### config.mk
export PLATFORM = sky130hd
export DESIGN_NAME = crc16_word_step
export DESIGN_NICKNAME = d
export VERILOG_FILES = /design/src/rtl/in_frame_checker_pkg.sv /design/src/rtl/crc16_word_step.sv
export SDC_FILE = /design/constraint.sdc
export NUM_CORES = 1
export LEC_CHECK = 0
export CORE_MARGIN = 3
export CORE_UTILIZATION = 43
export DETAILED_ROUTE_END_ITERATION = 6
export PLACE_DENSITY = 0.95
export SETUP_SLACK_MARGIN = 0.2
export SLEW_MARGIN = 20
export SYNTH_ARGS = -nofsm -noshare
export SYNTH_HDL_FRONTEND = slang
export SYNTH_SLANG_ARGS = --single-unit
### constraint.sdc
create_clock -name vclk -period 6.17
set_clock_uncertainty 0.15 [all_clocks]
set_input_delay 0.617 -clock vclk [all_inputs]
set_output_delay 0.617 -clock vclk [all_outputs]
set_load 0.03 [all_outputs]
### src/rtl/in_frame_checker_pkg.sv
// Shared constants for the inbound frame checker: header layout, CRC-16-CCITT
// settings, desc_err bit positions and FSM encodings.
package in_frame_checker_pkg;

  localparam int unsigned DATA_WIDTH     = 32;
  localparam int unsigned PORT_NUB_TOTAL = 16;

  localparam int unsigned CRC_WIDTH = 16;
  localparam logic [15:0] CRC_POLY  = 16'h1021;
  localparam logic [15:0] CRC_INIT  = 16'hFFFF;

  // Header: {.., length, crc[15:0], priority}; offsets scale with the priority width
  localparam int unsigned HDR_PRIO_LSB = 0;

  function automatic int unsigned hdr_crc_lsb(input int unsigned prio_w);
    return HDR_PRIO_LSB + prio_w;
  endfunction

  function automatic int unsigned hdr_len_lsb(input int unsigned prio_w);
    return HDR_PRIO_LSB + prio_w + CRC_WIDTH;
  endfunction

  localparam int unsigned ERR_WIDTH   = 3;
  localparam int unsigned ERR_CRC_BIT = 0;
  localparam int unsigned ERR_LEN_BIT = 1;
  localparam int unsigned ERR_TMO_BIT = 2;

  typedef logic [ERR_WIDTH-1:0] err_t;

  localparam logic [1:0] ST_IDLE    = 2'd0;
  localparam logic [1:0] ST_PAYLOAD = 2'd1;
  localparam logic [1:0] ST_CHECK   = 2'd2;

endpackage

### src/rtl/crc16_word_step.sv
// Combinational CRC-16-CCITT update over one full data word, MSB first,
// no reflection.
module crc16_word_step #(
  parameter int unsigned DATA_WIDTH = in_frame_checker_pkg::DATA_WIDTH
) (
  input  logic [in_frame_checker_pkg::CRC_WIDTH-1:0] crc_i,
  input  logic [DATA_WIDTH-1:0]                      data_i,
  output logic [in_frame_checker_pkg::CRC_WIDTH-1:0] crc_o
);
  import in_frame_checker_pkg::*;

  logic [CRC_WIDTH-1:0]  crc_v;
  logic [DATA_WIDTH-1:0] shift_v;
  logic                  fb_v;

  always_comb begin
    crc_v   = crc_i;
    shift_v = data_i;
    fb_v    = 1'b0;
    for (int unsigned i = 0; i < DATA_WIDTH; i++) begin
      fb_v    = crc_v[CRC_WIDTH-1] ^ shift_v[DATA_WIDTH-1];
      crc_v   = {crc_v[CRC_WIDTH-2:0], 1'b0} ^ (fb_v ? CRC_POLY : '0);
      shift_v = shift_v << 1;
    end
    crc_o = crc_v;
  end

endmodule

==> flow_summary.yaml <==
flow_run:
  cap_violations: 0
yosys:
  synth.yosys.seq_area_share_pct: 0
  avgSynthCellArea_sq_um: 11.6
  synth_cell_types: 10
  synth_compound_area_share_pct: 0
  ys_top_cells_by_area: "xnor2_1 (45%), xnor3_1 (18%), xor2_1 (11%)"
  syn_inst: 95
  synthSimpleGateAreaFrac_pct: 0
  synth_area_leader_cell: "xnor2_1"
  synth_xor_area_share_pct: 99.0
  synth_top_family_by_area: "XOR/XNOR gates"
  synthesis.nets: 143
  synthMuxAreaShare_pct: 0
  yosys.area.top_type_share_pct: 45.5
  synth_fa_ha_area_share_pct: 0
  syn-cell-area_sq_um: 1100
  synth-warning-count: 0
run_status:
  outcome: "finished, final reports clean"
sta:
  grt_setup_unrepaired: "false"
  whs_ps: 2540
  setup_ws_ps: 1620
  min_period_over_period_pct: 73.7
  hold_viol: 0
  worst_pin_slew_ps: 490
  min_period_ps: 4550
  max_clock_freq_mhz: 220
  finalSetupViolCount: 0
  setup-tns-final_ps: 0
  slew_violations: 0
  maxSlewHeadroom_pct: 67.1
setup_path:
  cp_top_family: "XOR/XNOR gates"
  cpMostUsedCell: "xnor2_1"
  cp_cell_sequence: "clkdlybuf4s50_1 -> xnor2_1 -> xnor3_1 -> xnor2_1 -> xnor2_1 -> xnor3_1 -> xnor2_1 -> clkdlybuf4s50_1"
  critical_path_class: "primary input to output port"
  crit_slowest_cell: "clkdlybuf4s50_1"
  arrival_ps: 3780
  start_kind: "primary input"
  critPathBufInv: 2
  worstPathMaxFanout: 3
  slowest_delay_ps: 690
  crit_path_end_kind: "output port"
  cp_data_required_time_ps: 5400
clocking:
  post_cts_buffers: 0
  cts_resized: 0
  cts_hold_buf: 0
place:
  place.gp.congestion: 0.808
  portBuffers: 64
  dpl-instance-area_sq_um: 1770
  dp_hpwl_mm: 2.44
  pre_cts_ws_ps: 1630
detailed_routing:
  drtPass1Iterations: 2
  vias_per_cell: 4.55
  wl_per_cell_um: 14.2
  ant_nets: 0
  drc_errors: 0
  first_iter_violations: 12
  drt-total-wl_mm: 2.64
  vias: 847
finish:
  diodes: 0
  final_cell_area_sq_um: 1770
  seq_cell_count: 0
  register_area_sq_um: 0
  syn_to_final_growth_pct: 60.9
  clkbuf_count: 0
  multiInputGateArea_sq_um: 1090
  fillers: 161
  nets: 208
  drive_gt1_share_pct: 6.33
global_route:
  antenna_found_initial: 0
  grt_first_pass_wirelength_mm: 4.35
  grt_usage_pct: 16.9
  grt.overflow.total: 0
  grt_start_max_net_pins: 5
  grt_pass1_vias: 970
min_path:
  hold_class: "primary input to output port"
floorplan:
  core_region_area_sq_um: 2320
  die_w_um: 56.5
  pin_count: 64
  die_y_um: 56.5
  row_count: 17
  start_util_pct: 47.3
  dieArea_sq_um: 3190
-- cell usage in the layout (no fill, tap or decap) --
cell	instances
clkdlybuf4s50_1	64
inv_1	1
xnor2_1	57
xnor2_2	7
xnor2_4	1
xnor3_1	9
xnor3_2	1
xor2_1	14
xor3_1	3
xor3_2	1
-- cell type report --
class                           count  area share, %
Inverter                            1          0.213
Multi-Input combinational cell     93           61.5
Tap cell                           28           1.98
Timing Repair Buffer               64           36.3
-- worst paths after layout --
kind,end,from,depth (start not counted),slack [ps]
max,crc_o[12],data_i[30],8,1620
min,crc_o[1],data_i[1],5,2540
-- logic make-up (layout without fill, tap and decap cells) --
group	count (synthesis)	after routing
buffers and inverters	2	65
XOR/XNOR	93	93
-- layer usage --
layer,global-route usage (%),vias to the layer above,wire length (um)
li1,-,430,-
met1,19.1,375,1030
met2,34.3,40,1420
met3,1.61,2,166
met4,1.69,0,28
met5,0,-,0
-- cells in the mapped netlist --
cell type	n
xnor2_1	57
buf_4	1
inv_1	1
xnor3_1	9
xor3_1	3
xnor2_2	7
xnor2_4	1
xnor3_2	1
xor2_1	14
xor3_2	1
-- through the flow --
step / util, % / cells
2_1_floorplan: - / 95
3_3_place_gp: 76.1 / 186
3_5_place_dp: 76.1 / 186
4_1_cts: 76.1 / 186
5_1_grt: 76.1 / 186
6_report: 76.1 / 186
Power is left out: the tool's default activity adds up to more than one toggle a clock period on the data nets, which glitch-free logic cannot reach.
==> edit (same flow settings) <==
Change the package constant `DATA_WIDTH` from 32 to 48.
--- a/src/rtl/in_frame_checker_pkg.sv
+++ b/src/rtl/in_frame_checker_pkg.sv
@@ -2,7 +2,7 @@
 // settings, desc_err bit positions and FSM encodings.
 package in_frame_checker_pkg;
 
-  localparam int unsigned DATA_WIDTH     = 32;
+  localparam int unsigned DATA_WIDTH     = 48;
   localparam int unsigned PORT_NUB_TOTAL = 16;
 
   localparam int unsigned CRC_WIDTH = 16;
Ports: changed (resized data_i); port bits go from 64 to 80. The function was not compared with the original's and may differ.
==> edit against the unedited design <==
Area after synthesis up 81%; sequential share of layout area did not move; synthesized cell count is 48% higher; design area increased by 62%; fmax shrank 15%; core utilization shrank 11 points; critical path type unchanged; wire length up 65%; setup slack lost 0.77 ns.
Power is left out: the tool's default activity adds up to more than one toggle a clock period on the data nets, which glitch-free logic cannot reach.
==> edit: results (changes against the unedited design) <==
synth top area cells=xnor3_1 (42%), xnor2_1 (29%), xor3_1 (13%), xor2_1 (7.0%), xnor2_2 (3.3%) (was xnor2_1 (45%), xnor3_1 (18%), xor2_1 (11%), xnor2_2 (10%), xor3_1 (6.5%)); syn nets=205 (was 143); initial antenna violation count=0 (unchanged); layout cell share with drive strength beyond 1=4.07% (was 6.33%); CP peak stage delay=0.69 ns (about the same); outcome=complete, no violations (unchanged); first-pass GRT wire length=6910 um (was 4350 um); pre-CTS WS=0.826 ns (was 1.63 ns); library cells used by synthesis=10 (unchanged); Crit Path Max Fanout=8 (was 3); Ys Warns=0 (unchanged); seq_cells=0 (unchanged); instance area after placement=2860 sq um (was 1770 sq um); Post CTS Setup Buffer Count=0 (unchanged); Hold Crit Class=in2out (unchanged); worst-margin pin slew=0.696 ns (was 0.490 ns); global placement routability congestion=0.861 (was 0.808); Total GRT Usage=16.3% (was 16.9%); Critical Path AT=4.56 ns (was 3.78 ns); Final nets=287 (was 208); DR vias/cell=4.71 (was 4.55); Initial DRC Count=36 (was 12); 1st-pass router iterations=4 (was 2); vias in the first global route=1451 (was 970); DP HPWL=3890 um (was 2440 um); Synth top cells by count=xnor2_1 (67), xnor3_1 (37), xor2_1 (16) (was xnor2_1 (57), xor2_1 (14), xnor3_1 (9)); WL/cell=16.0 um (was 14.2 um); antenna cell count=0 (unchanged); clkbuf count=0 (unchanged); critical path's top delay family=XOR/XNOR gates (unchanged); largest net degree at the start of global routing=9 (was 5); Port-buffer cells=80 (was 64)
-- edit: cell count changes in the layout (fill, tap and decap cells not counted) --
| cell | delta |
|---|---|
| buf_4 | +1 |
| xor2_2 | +1 |
| xor2_1 | +2 |
| xor3_1 | +8 |
| clkdlybuf4s50_1 | +16 |
| xnor2_1 | +10 |
| xor3_2 | -1 |
| xnor3_1 | +28 |
| xnor3_2 | +1 |
| xnor2_2 | -3 |
-- edit: path summary, 6_finish.rpt --
kind,cells past startpoint,endpoint,startpoint,slack (ns)
min,4,crc_o[1],data_i[1],2.55
max,9,crc_o[6],data_i[47],0.85
-- edit: tightest hold or removal path, cell delays in order --
cell and delay, ns:
clkdlybuf4s50_1 0.42, xnor2_1 0.20, xnor3_1 0.23, clkdlybuf4s50_1 0.60
-- edit: logic make-up after synthesis --
family                 Yosys count  share of synthesized area (%)
XOR/XNOR                       139                           99.4
buffers and inverters            2                          0.566
-- edit: routing by layer --
layer  up-vias  share of wire [%]  global-route usage [%]
li1        632                  -                       -
met1       612                 38                    19.6
met2        40                 55                    32.9
met3         2                6.1                    1.22
met4         0               0.60                    1.01
met5         -                  0                       0
-- edit: area by class of cell --
class / count / area [sq um]
multi-input combinational: 139 / 1980
fill: 346 / 1560
timing repair buffer: 81 / 808
tap: 52 / 65.1
inverter: 1 / 3.75
-- edit: metrics by stage --
step / cells / hold slack, ns
2_1_floorplan: 141 / 1.50
3_3_place_gp: 273 / 2.53
3_5_place_dp: 273 / 2.53
4_1_cts: 273 / 2.55
5_1_grt: 273 / 2.60
6_report: 273 / 2.55
